==> src/rtl/dsp_op_sequencer.sv <==
// Front-end sequencer for the fused MAC DSP slice: accepts one op per handshake,
// issues it for 1/2/4 contiguous cycles and returns the slice result as a one-cycle pulse.
module dsp_op_sequencer #(
  parameter int N       = 16,
  parameter int M       = 16,
  parameter int RES_LAT = 0
) (
  input  logic             i_clk,
  input  logic             i_reset,
  input  logic             i_req_valid,
  output logic             o_req_ready,
  input  logic [1:0]       i_req_mode,
  input  logic [N-1:0]     i_req_a,
  input  logic [M-1:0]     i_req_b,
  input  logic [N+M-1:0]   i_req_c,
  input  logic             i_req_mac,
  input  logic [1:0]       i_req_shift,
  output logic             o_dsp_start,
  output logic [1:0]       o_dsp_mode,
  output logic [N-1:0]     o_dsp_aa,
  output logic [M-1:0]     o_dsp_bb,
  output logic [N+M-1:0]   o_dsp_cc,
  output logic             o_dsp_mac,
  output logic [1:0]       o_dsp_barrel_shifter,
  input  logic [N+M-1:0]   i_dsp_out,
  output logic             o_res_valid,
  output logic [N+M-1:0]   o_res_data,
  output logic             o_res_err,
  output logic             o_busy
);

  localparam int DMAX = 4 + RES_LAT;

  typedef enum logic {ST_IDLE, ST_ISSUE} state_t;

  state_t          r_state, w_nextState;
  logic [1:0]      r_cnt, w_nextCnt, r_lastCnt;
  logic            r_err;
  logic [1:0]      r_mode, r_shift;
  logic [N-1:0]    r_aa;
  logic [M-1:0]    r_bb;
  logic [N+M-1:0]  r_cc;
  logic            r_mac;
  logic [DMAX-1:0] r_tag, r_tagErr;

  logic            w_accept, w_reqIllegal, w_lastSlot;
  logic [1:0]      w_reqLastCnt;
  logic [2:0]      w_insIdx;
  logic [DMAX-1:0] w_tagIns;

  // A tag enters the shift register at depth L+RES_LAT-1 so it reaches slot 0 on the sampling cycle.
  always_comb begin
    w_reqIllegal = (i_req_mode == 2'd3);
    case (i_req_mode)
      2'd1:    w_reqLastCnt = 2'd1;
      2'd2:    w_reqLastCnt = 2'd3;
      default: w_reqLastCnt = 2'd0;
    endcase
    w_insIdx = {1'b0, w_reqLastCnt} + 3'(RES_LAT);
    w_tagIns = w_accept ? (DMAX'(1) << w_insIdx) : '0;
  end

  assign w_lastSlot = (r_state == ST_ISSUE) && (r_cnt == r_lastCnt);
  assign w_accept   = i_req_valid & o_req_ready;

  always_ff @(posedge i_clk) begin
    if (i_reset) begin
      r_state <= ST_IDLE;
      r_cnt   <= 2'd0;
    end else begin
      r_state <= w_nextState;
      r_cnt   <= w_nextCnt;
    end
  end

  always_comb begin
    w_nextState = r_state;
    w_nextCnt   = r_cnt;
    case (r_state)
      ST_IDLE: begin
        if (w_accept) begin
          w_nextState = ST_ISSUE;
          w_nextCnt   = 2'd0;
        end
      end
      ST_ISSUE: begin
        if (r_cnt == r_lastCnt) begin
          w_nextState = w_accept ? ST_ISSUE : ST_IDLE;
          w_nextCnt   = 2'd0;
        end else begin
          w_nextCnt = r_cnt + 2'd1;
        end
      end
      default: begin
        w_nextState = ST_IDLE;
        w_nextCnt   = 2'd0;
      end
    endcase
  end

  // An illegal op occupies its slot like a one-cycle op but never pulses start.
  always_comb begin
    o_req_ready = ~i_reset & ((r_state == ST_IDLE) | w_lastSlot);
    o_dsp_start = (r_state == ST_ISSUE) && (r_cnt == 2'd0) && !r_err;
    o_busy      = (r_state != ST_IDLE) || (|r_tag);
  end

  always_ff @(posedge i_clk) begin
    if (i_reset) begin
      r_err     <= 1'b0;
      r_lastCnt <= 2'd0;
      r_mode    <= 2'd0;
      r_shift   <= 2'd0;
      r_aa      <= '0;
      r_bb      <= '0;
      r_cc      <= '0;
      r_mac     <= 1'b0;
    end else if (w_accept) begin
      r_err     <= w_reqIllegal;
      r_lastCnt <= w_reqLastCnt;
      if (!w_reqIllegal) begin
        r_mode  <= i_req_mode;
        r_shift <= i_req_shift;
        r_aa    <= i_req_a;
        r_bb    <= i_req_b;
        r_cc    <= i_req_c;
        r_mac   <= i_req_mac;
      end
    end
  end

  assign o_dsp_mode           = r_mode;
  assign o_dsp_aa             = r_aa;
  assign o_dsp_bb             = r_bb;
  assign o_dsp_cc             = r_cc;
  assign o_dsp_mac            = r_mac;
  assign o_dsp_barrel_shifter = r_shift;

  always_ff @(posedge i_clk) begin
    if (i_reset) begin
      r_tag       <= '0;
      r_tagErr    <= '0;
      o_res_valid <= 1'b0;
      o_res_err   <= 1'b0;
      o_res_data  <= '0;
    end else begin
      r_tag       <= {1'b0, r_tag[DMAX-1:1]} | w_tagIns;
      r_tagErr    <= {1'b0, r_tagErr[DMAX-1:1]} | (w_reqIllegal ? w_tagIns : '0);
      o_res_valid <= r_tag[0];
      o_res_err   <= r_tag[0] & r_tagErr[0];
      if (r_tag[0]) begin
        o_res_data <= r_tagErr[0] ? '0 : i_dsp_out;
      end
    end
  end

endmodule
==> config.mk <==
export PLATFORM = sky130hd
export DESIGN_NAME = dsp_op_sequencer
export DESIGN_NICKNAME = d
export VERILOG_FILES = /design/src/rtl/dsp_op_sequencer.sv
export SDC_FILE = /design/constraint.sdc
export NUM_CORES = 1
export LEC_CHECK = 0
export ABC_CLOCK_PERIOD_IN_PS = 2300
export BUFFER_PORTS_ARGS = -buffer_cell sky130_fd_sc_hd__buf_2
export CAP_MARGIN = 10
export CORE_MARGIN = 4
export CORE_UTILIZATION = 47
export DETAILED_ROUTE_END_ITERATION = 7
export PLACE_DENSITY = 0.8
export SYNTH_ARGS = -nofsm -noshare
export SYNTH_HDL_FRONTEND = slang
export SYNTH_SLANG_ARGS = --single-unit
==> constraint.sdc <==
create_clock -name i_clk -period 2.3 [get_ports i_clk]
set_input_delay 0.575 -clock i_clk [delete_from_list [all_inputs] [get_ports i_clk]]
set_output_delay 0.575 -clock i_clk [all_outputs]
set_load 0.05 [all_outputs]
Word level (Yosys, flattened, before mapping):

Cells that the tools add are included.

* add/subtract/negate cells: 1
* $mul: 0
* divide/modulo/power cells: 0
* $lt $le $gt $ge: 0
* equal/unequal tests: 5
* shifts and indexed selects: 1
* muxes and demuxes: 10
* bitwise logic cells: 9
* reductions and logical operators: 8

Operator list (count)
* 2-to-1 mux 32 bit: 1
* 2-to-1 mux 4 bit: 2
* bitwise OR 3 x 4 -> 4 bit: 2
* case mux 2 bit (2 select lines): 2
* == test 2 bit, second input constant: 2
* 2-to-1 mux 2 bit: 2
* OR reduction 4 bit: 1
* << shifter 1 x 2 -> 4 bit, first input constant: 1
* AND 1 bit: 3
* logical AND 1 bit: 3
* NOT 1 bit: 3
* adder 2 x 1 -> 2 bit, second input constant: 1
* == test 2 x 1 -> 1 bit, second input constant: 1
* == test 2 bit: 1
* logical NOT 2 bit: 1
* 2-to-1 mux 1 bit: 2
* inequality test 2 bit, second input constant: 1
* case mux 1 bit (2 select lines): 1
* AND reduction 2 bit: 1
* logical NOT 1 bit: 1
* logical OR 1 bit: 1
* bitwise OR 1 bit: 1

* flip-flop bits (word level): 117
* bits in latches: 0
* RAM bits: 0
* bits in read-only memories: 0
* input port bits: 104
* output and inout port bits: 106
* memories kept: 0

Logic depth before layout (Yosys ltp):

Gate-level depths: netlist of the first run.

* depth after elaboration: 8
* gate-level depth with buffers: 7
* gate-level depth less buffers: 5

Worst setup path after synthesis of the first run:

Ideal clock, no wire load.

* path kind: flip-flop to output port
* from: register r_cnt[0]
* to: output port o_req_ready
* arrival time: 1653 ps
* required time: 1725 ps
* path slack: 72 ps
* stages on the path, launching flop included: 6
* cells stage by stage: dfxtp_1 > xor2_1 > o21a_4 > buf_6 > buf_2 > nor2_1

* longest elaborated chain between the ends: 4

RTL lines
* start: declaration: RTL line 37 `logic [1:0] r_cnt, w_nextCnt, r_lastCnt;`
* start signal: assignment: RTL line 72 `r_cnt <= w_nextCnt;`
* == test 2 bit: RTL line 63 `assign w_lastSlot = (r_state == ST_ISSUE) && (r_cnt == r_lastCnt);`
* logical AND 1 bit: RTL line 63
* bitwise OR 1 bit: RTL line 103 `o_req_ready = ~i_reset & ((r_state == ST_IDLE) | w_lastSlot);`
* AND 1 bit: RTL line 103
* end: declaration: RTL line 11 `output logic o_req_ready,`

Every way passes these cells.

Worst setup path after layout of the first run:

Ends and elaborated chain as after synthesis.

==> run metrics, run 1 <==
die area=between 0.01 and 0.015 sq mm; non-filler cells, final=854; fmax=about 450 MHz; Crit path arrival time=around 1.6 ns; Routed WL per cell=14.1 um; Post-Synth Simple-Gate Area=0.221; Yosys Warn Count=0; Compound-Gate Fraction of Synth Area=0.206; Top FF cell, synth=dfxtp_1; worst vdd ir=0.539 mV; initial antenna violation count=0; Num CTS Buffers=17; Worst path top cell family by delay=flip-flops; minimum clock period=between 2 and 2.5 ns; main combinational cell family by area after synthesis=simple AND/OR/NAND/NOR gates; Worst-path clk slew=approximately 0.05 ns; CTS Buffer Depth=2; Final Power=approximately 5.6 mW; vias in the first global route=3944; crit path max fanout=3; Multi-input gate area=about 0.0021 sq mm; Synth cell types=30; Final Cell Area=~0.0063 sq mm; Synth area leaders=dfxtp_1 50%, or3b_1 12%, a21oi_1 11%; met1 Use GR=0.220; clk root buf=clkbuf_8; GRT met3 Usage=0.0770; later-pin clock latency in the skew report=between 0.4 and 0.5 ns; largest area contributor in the netlist=dfxtp_1; TritonCTS clock tree=yes; R2R setup slack=roughly 0.64 ns; synthesized instance count=between 500 and 600; FF-to-FF End=o_dsp_cc[22]$_SDFFE_PP0P_; hold depth=3; met2 Track Usage GR=0.329; first-pass GRT wire length=approximately 18000 um; #FFs+latches synth=117; Seq/Total Area, Yosys=0.498; Final Slew Violations=0; r2r startpoint=r_cnt[0]$_SDFFE_PP0P_; setup_tns=0 ns; Rows=36; post-synth top area share=0.498; post-CTS setup repair buffer count=0; Mean Syn Cell Area=8.97 sq um; placed insts=about 800; vias per inst=5.05; critical path class=reg2out; Post-route DRC=0; fraction of registers with async set/reset=0; hold_buf cts=0; Initial Util=0.481; endpoint class of the critical path=output pin; worst hold endpoint=o_res_data[20]$_SDFFE_PP0P_; # nets final=around 820; Max stage delay on crit path=0.34 ns; CP max-delay cell=dfxtp_1; final setup violation count=0; synthesized-area fraction occupied by xor and xnor cells=0.00373; Lkg Pwr=2.93 nW; status=completed; Placed Area=0.00577 sq mm; depth of the CTS H-tree=4; area delta synth->final=34.8%; number of max-cap violations=0; share of layout cells above drive strength 1=0.347; R2R cell count=5; Final Hold Fails=0; Hold Crit Start=i_dsp_out[20]; register area=between 0.002 and 0.0025 sq mm; normalized max-slew margin=0.639; # port buffers=between 200 and 250; power density cells=between 800 and 900 mW/mm^2; diodes inserted=0; mux contribution to synthesized area=0.00213; Worst Hold Class=in2reg; Total Wirelength=approximately 12000 um; HPWL after DPL=approximately 8400 um; Tot GR Track Use=0.194; Synth Area in Adders=0.0106; GRT Residual Overflow=0; Post-Synthesis Cell Area=around 0.0047 sq mm; core footprint=between 0.009 and 0.01 sq mm; largest net degree at the start of global routing=~120; setup slack after layout=about 0.096 ns; Post-synth top cells=117 x dfxtp_1, 103 x a21oi_1, 72 x o21ai_0, 66 x or3b_1, 44 x nor2_1; Num Clock Sinks=117; Vias=~4300; Worst EP required=~1.7 ns; Iter 0 DRT Violations=approximately 240; Slew @ Worst Pin=~0.54 ns; RSZ-0062 raised after global routing=no; die width=about 110 um; CP startpoint kind=flop; GPL Wtd Cong=roughly 0.75; busiest grt layer=met2; Chip Height=between 100 and 150 um; clk_skew=around 0.011 ns; ANT nets after route=0; fillcell total=roughly 840; drt first pass iters=4; top-count cell post-synth=dfxtp_1; Tcrit/Tclk final=0.958; CP bufs+invs=1; syn_nets=around 630; num ports=210; Post-synth EDFFs=0; CP cell instances=xor2_1 -> o21a_4 -> nor2_1 -> clkbuf_4; WP depth=4; Setup WS pre-CTS=between 0.15 and 0.2 ns
[final cells by class]
class | count | share of cell area
clock buffer | 22 | 0.0731
clock inverter | 9 | 0.0162
inverter | 5 | 0.00296
multi-input combinational | 351 | 0.331
sequential | 117 | 0.370
tap | 133 | 0.0263
timing repair buffer | 217 | 0.181
[logic make-up after synthesis]
group                      count (synthesis)
AOI/OAI and AO/OA                        186
xor gates and xnor gates                   2
adders and majority gates                  4
buffers and inverters                     56
DFF                                      117
muxes                                      1
and+or+nand+nor                          158
[how the worst max path moves through the flow]
stage                                     end             startpoint  slack (ns)
finish                            o_req_ready  r_cnt[0]$_SDFFE_PP0P_         0.1
CTS                               o_req_ready  r_cnt[0]$_SDFFE_PP0P_        0.04
global route                      o_req_ready  r_cnt[0]$_SDFFE_PP0P_       0.003
floorplan                         o_req_ready  r_cnt[0]$_SDFFE_PP0P_        0.07
detailed placement  o_dsp_cc[27]$_SDFFE_PP0P_          i_req_mode[0]        0.16
global placement     o_dsp_bb[6]$_SDFFE_PP0P_          i_req_mode[0]        0.26
[layout by cell type (no fill, tap or decap), types with 3 or more instances in the layout]
| cell type | synthesis | final |
|---|---|---|
| a21oi_1 | 103 | 103 |
| a31oi_1 | 3 | 3 |
| a41oi_1 | 3 | 3 |
| buf_12 | 0 | 3 |
| buf_2 | 3 | 207 |
| buf_4 | 0 | 6 |
| clkbuf_16 | 0 | 16 |
| clkbuf_8 | 0 | 4 |
| clkinv_2 | 0 | 4 |
| clkinvlp_4 | 0 | 3 |
| dfxtp_1 | 117 | 117 |
| ha_1 | 4 | 4 |
| inv_1 | 5 | 5 |
| nand2_1 | 3 | 3 |
| nor2_1 | 44 | 44 |
| nor2b_1 | 35 | 34 |
| o21ai_0 | 72 | 72 |
| or3b_1 | 66 | 66 |
[registers in the layout, indices dropped and copies added, names as in the netlist]
name                  flops
o_dsp_aa                 16
o_dsp_barrel_shifter      2
o_dsp_bb                 16
o_dsp_cc                 32
o_dsp_mac                 1
o_dsp_mode                2
o_res_data               32
o_res_err                 1
o_res_valid               1
r_cnt                     2
r_err                     1
r_lastCnt                 2
r_state                   1
r_tag                     4
r_tagErr                  4
[worst reg2reg max path: stages (launching register included)]
cell	delay, ns
dfxtp_1	0.34
xor2_1	0.17
o21a_4	0.24
buf_4	0.23
or3b_2	0.49
a21oi_1	0.12
[report_power, final]
part	switching (mW)	internal [mW]
Sequential	0.0520	2.14
Combinational	0.668	0.280
Clock	0.856	1.61
[layer usage]
metal / share of wire / routed length, um
met2: 0.47 / 5670
met4: 0.011 / 138
met5: 0 / 0
met1: 0.42 / 4980
met3: 0.10 / 1210
[metrics by stage]
| step | hold slack (ns) | util |
|---|---|---|
| CTS | 0.295 | 0.648 |
| global placement | 0.423 | 0.590 |
| detailed placement | 0.436 | 0.590 |
| floorplan | 0.413 | - |
| finish | 0.319 | 0.648 |
| global route | 0.302 | 0.648 |
[repair_timing]
action,in CTS,in global routing
endpoints found under the hold margin,0,0
endpoints found under the setup margin,0,1
resized for setup,0,1
(Power assumes the default switching activity.)
==> run 2, diff against run 1 <==
==> constraint.sdc (replaced) <==
create_clock -name i_clk -period 2.3 [get_ports i_clk]
set_input_delay 0.575 -clock i_clk [delete_from_list [all_inputs] [get_ports i_clk]]
set_output_delay 0.575 -clock i_clk [all_outputs]
set_load 0.005 [all_outputs]
==> run metrics, run 2 (same netlist as run 1, synthesis figures left out) <==
status=completed; Seq pwr share=0.407 (+0.016); die width=108 um (unchanged); # nets final=817 (unchanged); num ports=210 (unchanged); fillcell total=836 (-0.36%); vias in the first global route=4034 (+2.3%); minimum clock period=2.10 ns (-0.102 ns); area delta synth->final=35.4%; Tot GR Track Use=0.203 (+0.00834); Rows=36 (unchanged); Net Sw Frac=0.227 (-0.0545); Iter 0 DRT Violations=257 (+6.6%); Num Clock Sinks=117 (unchanged); critical path class=reg2out; CTS Buffer Depth=2 (unchanged); share of layout cells above drive strength 1=0.348 (+0.00139); # port buffers=209 (unchanged); Slew @ Worst Pin=0.563 ns (+0.0212 ns); Logic pwr share=0.108 (-0.061); Worst-path clk slew=0.05 ns (about the same); Worst Hold Class=in2reg; core footprint=0.00977 sq mm (unchanged); Initial Util=0.481 (unchanged); Crit path arrival time=1.53 ns (-0.10 ns); normalized max-slew margin=0.625 (-0.0142); initial antenna violation count=1 (+1); final setup violation count=0 (unchanged); Final Hold Fails=0 (unchanged); Num CTS Buffers=17 (unchanged); register area=0.00234 sq mm (unchanged); Chip Height=108 um (unchanged); fmax=476 MHz (+4.8%); crit path max fanout=6 (+3); Routed WL per cell=14.1 um (+0.27%); drt first pass iters=4 (unchanged); clk root buf=clkbuf_8; hold_buf cts=0 (unchanged); Final Slew Violations=0 (unchanged); largest net degree at the start of global routing=119 (unchanged); Tcrit/Tclk final=0.914 (-0.0442); Lkg Pwr=2.95 nW (+0.66%); GRT Residual Overflow=0 (unchanged); post-CTS setup repair buffer count=0 (unchanged); Vias=4366 (+1.2%); Resize count post-CTS=0 (unchanged); RSZ-0062 raised after global routing=no; clk_skew=0.00553 ns (-0.00502 ns); TritonCTS clock tree=yes; NetSw=1.22 mW (-23%); setup_tns=0 ns (unchanged); later-pin clock latency in the skew report=0.50 ns (about the same); r2r startpoint=r_cnt[0]$_SDFFE_PP0P_; Total Wirelength=12000 um (+0.27%); die area=0.0117 sq mm (unchanged); Multi-input gate area=0.00209 sq mm (unchanged); worst vdd ir=0.387 mV (-28%); Worst EP required=1.73 ns (about the same); HPWL after DPL=8250 um (-1.3%); endpoint class of the critical path=output pin; commonest non-fill, non-tap cell in the layout=buf_2; most frequent cells in the layout=208 x buf_2, 117 x dfxtp_1, 103 x a21oi_1; Internal Power=4.17 mW (+3.3%); GPL Wtd Cong=0.755 (+0.64%); number of max-cap violations=0 (unchanged); hold_ws=0.302 ns (-0.0162 ns); ANT nets after route=0 (unchanged); Post-route DRC=0 (unchanged); Setup crit start=r_cnt[0]$_SDFFE_PP0P_; power density cells=846 mW/mm^2 (-4.4%); diodes inserted=0 (unchanged); vias per inst=5.11 (+1.2%); Hold Crit Start=i_dsp_out[26]; CP startpoint kind=flop; depth of the CTS H-tree=4 (unchanged); first-pass GRT wire length=18700 um (+2.5%); Clock Power Share=0.485 (+0.045)
run 2: cell count changes in the layout (fill, tap and decap cells not counted), sizes merged:
cell      before  now
buf          216  217
bufinv         2    3
clkbuf        23   22
clkinvlp       3    2
run 2: power groups by stage:
stage	sequential, mW	clock, mW	combinational, mW
after floorplan	2.24	0	0.320
after global routing	2.21	2.78	0.650
after global placement	2.23	0	0.562
final	2.19	2.61	0.580
after detailed placement	2.23	0	0.583
after CTS	2.19	2.66	0.586
run 2: metrics by stage:
stage          instance area [sq um]  power [mW]  setup WS [ns]  instances  utilization
6_report                        6370        5.39          0.198        854        0.651
5_1_grt                         6370        5.64          0.100        854        0.651
4_1_cts                         6370        5.44          0.160        854        0.651
3_5_place_dp                    5770        2.82          0.173        823        0.590
3_3_place_gp                    5770        2.79          0.255        823        0.590
2_1_floorplan                   4700        2.56          0.422        524            -
run 2: area by class of cell:
class / count / share of cell area
inverters: 5 / 0.00295
flip-flops and latches: 117 / 0.368
repair buffers: 217 / 0.180
well taps: 133 / 0.0261
clock buffers: 22 / 0.0743
clock inverters: 9 / 0.0197
multi-input cells: 351 / 0.329
run 2: routing by layer:
layer,part of all wire,GRT usage,vias to the layer above
met1,0.39,0.224,1955
li1,-,-,2215
met4,0.016,0.0721,2
met3,0.12,0.104,16
met5,0.0016,0,-
met2,0.47,0.334,178
run 2: final timing paths:
kind | endpoint | slack, ns | depth (start not counted)
setup / recovery | o_req_ready | 0.20 | 4
hold / removal | o_res_data[26]$_SDFFE_PP0P_ | 0.30 | 3
setup reg to reg | o_dsp_cc[22]$_SDFFE_PP0P_ | 0.60 | 5
hold reg to reg | r_tagErr[2]$_SDFF_PP0_ | 0.44 | 2
run 2: critical path, cell delays in order, from the launching register on:
cell and delay, ns:
dfxtp_1 0.38, xor2_1 0.24, o21a_4 0.21, nor2_1 0.04, buf_2 0.14
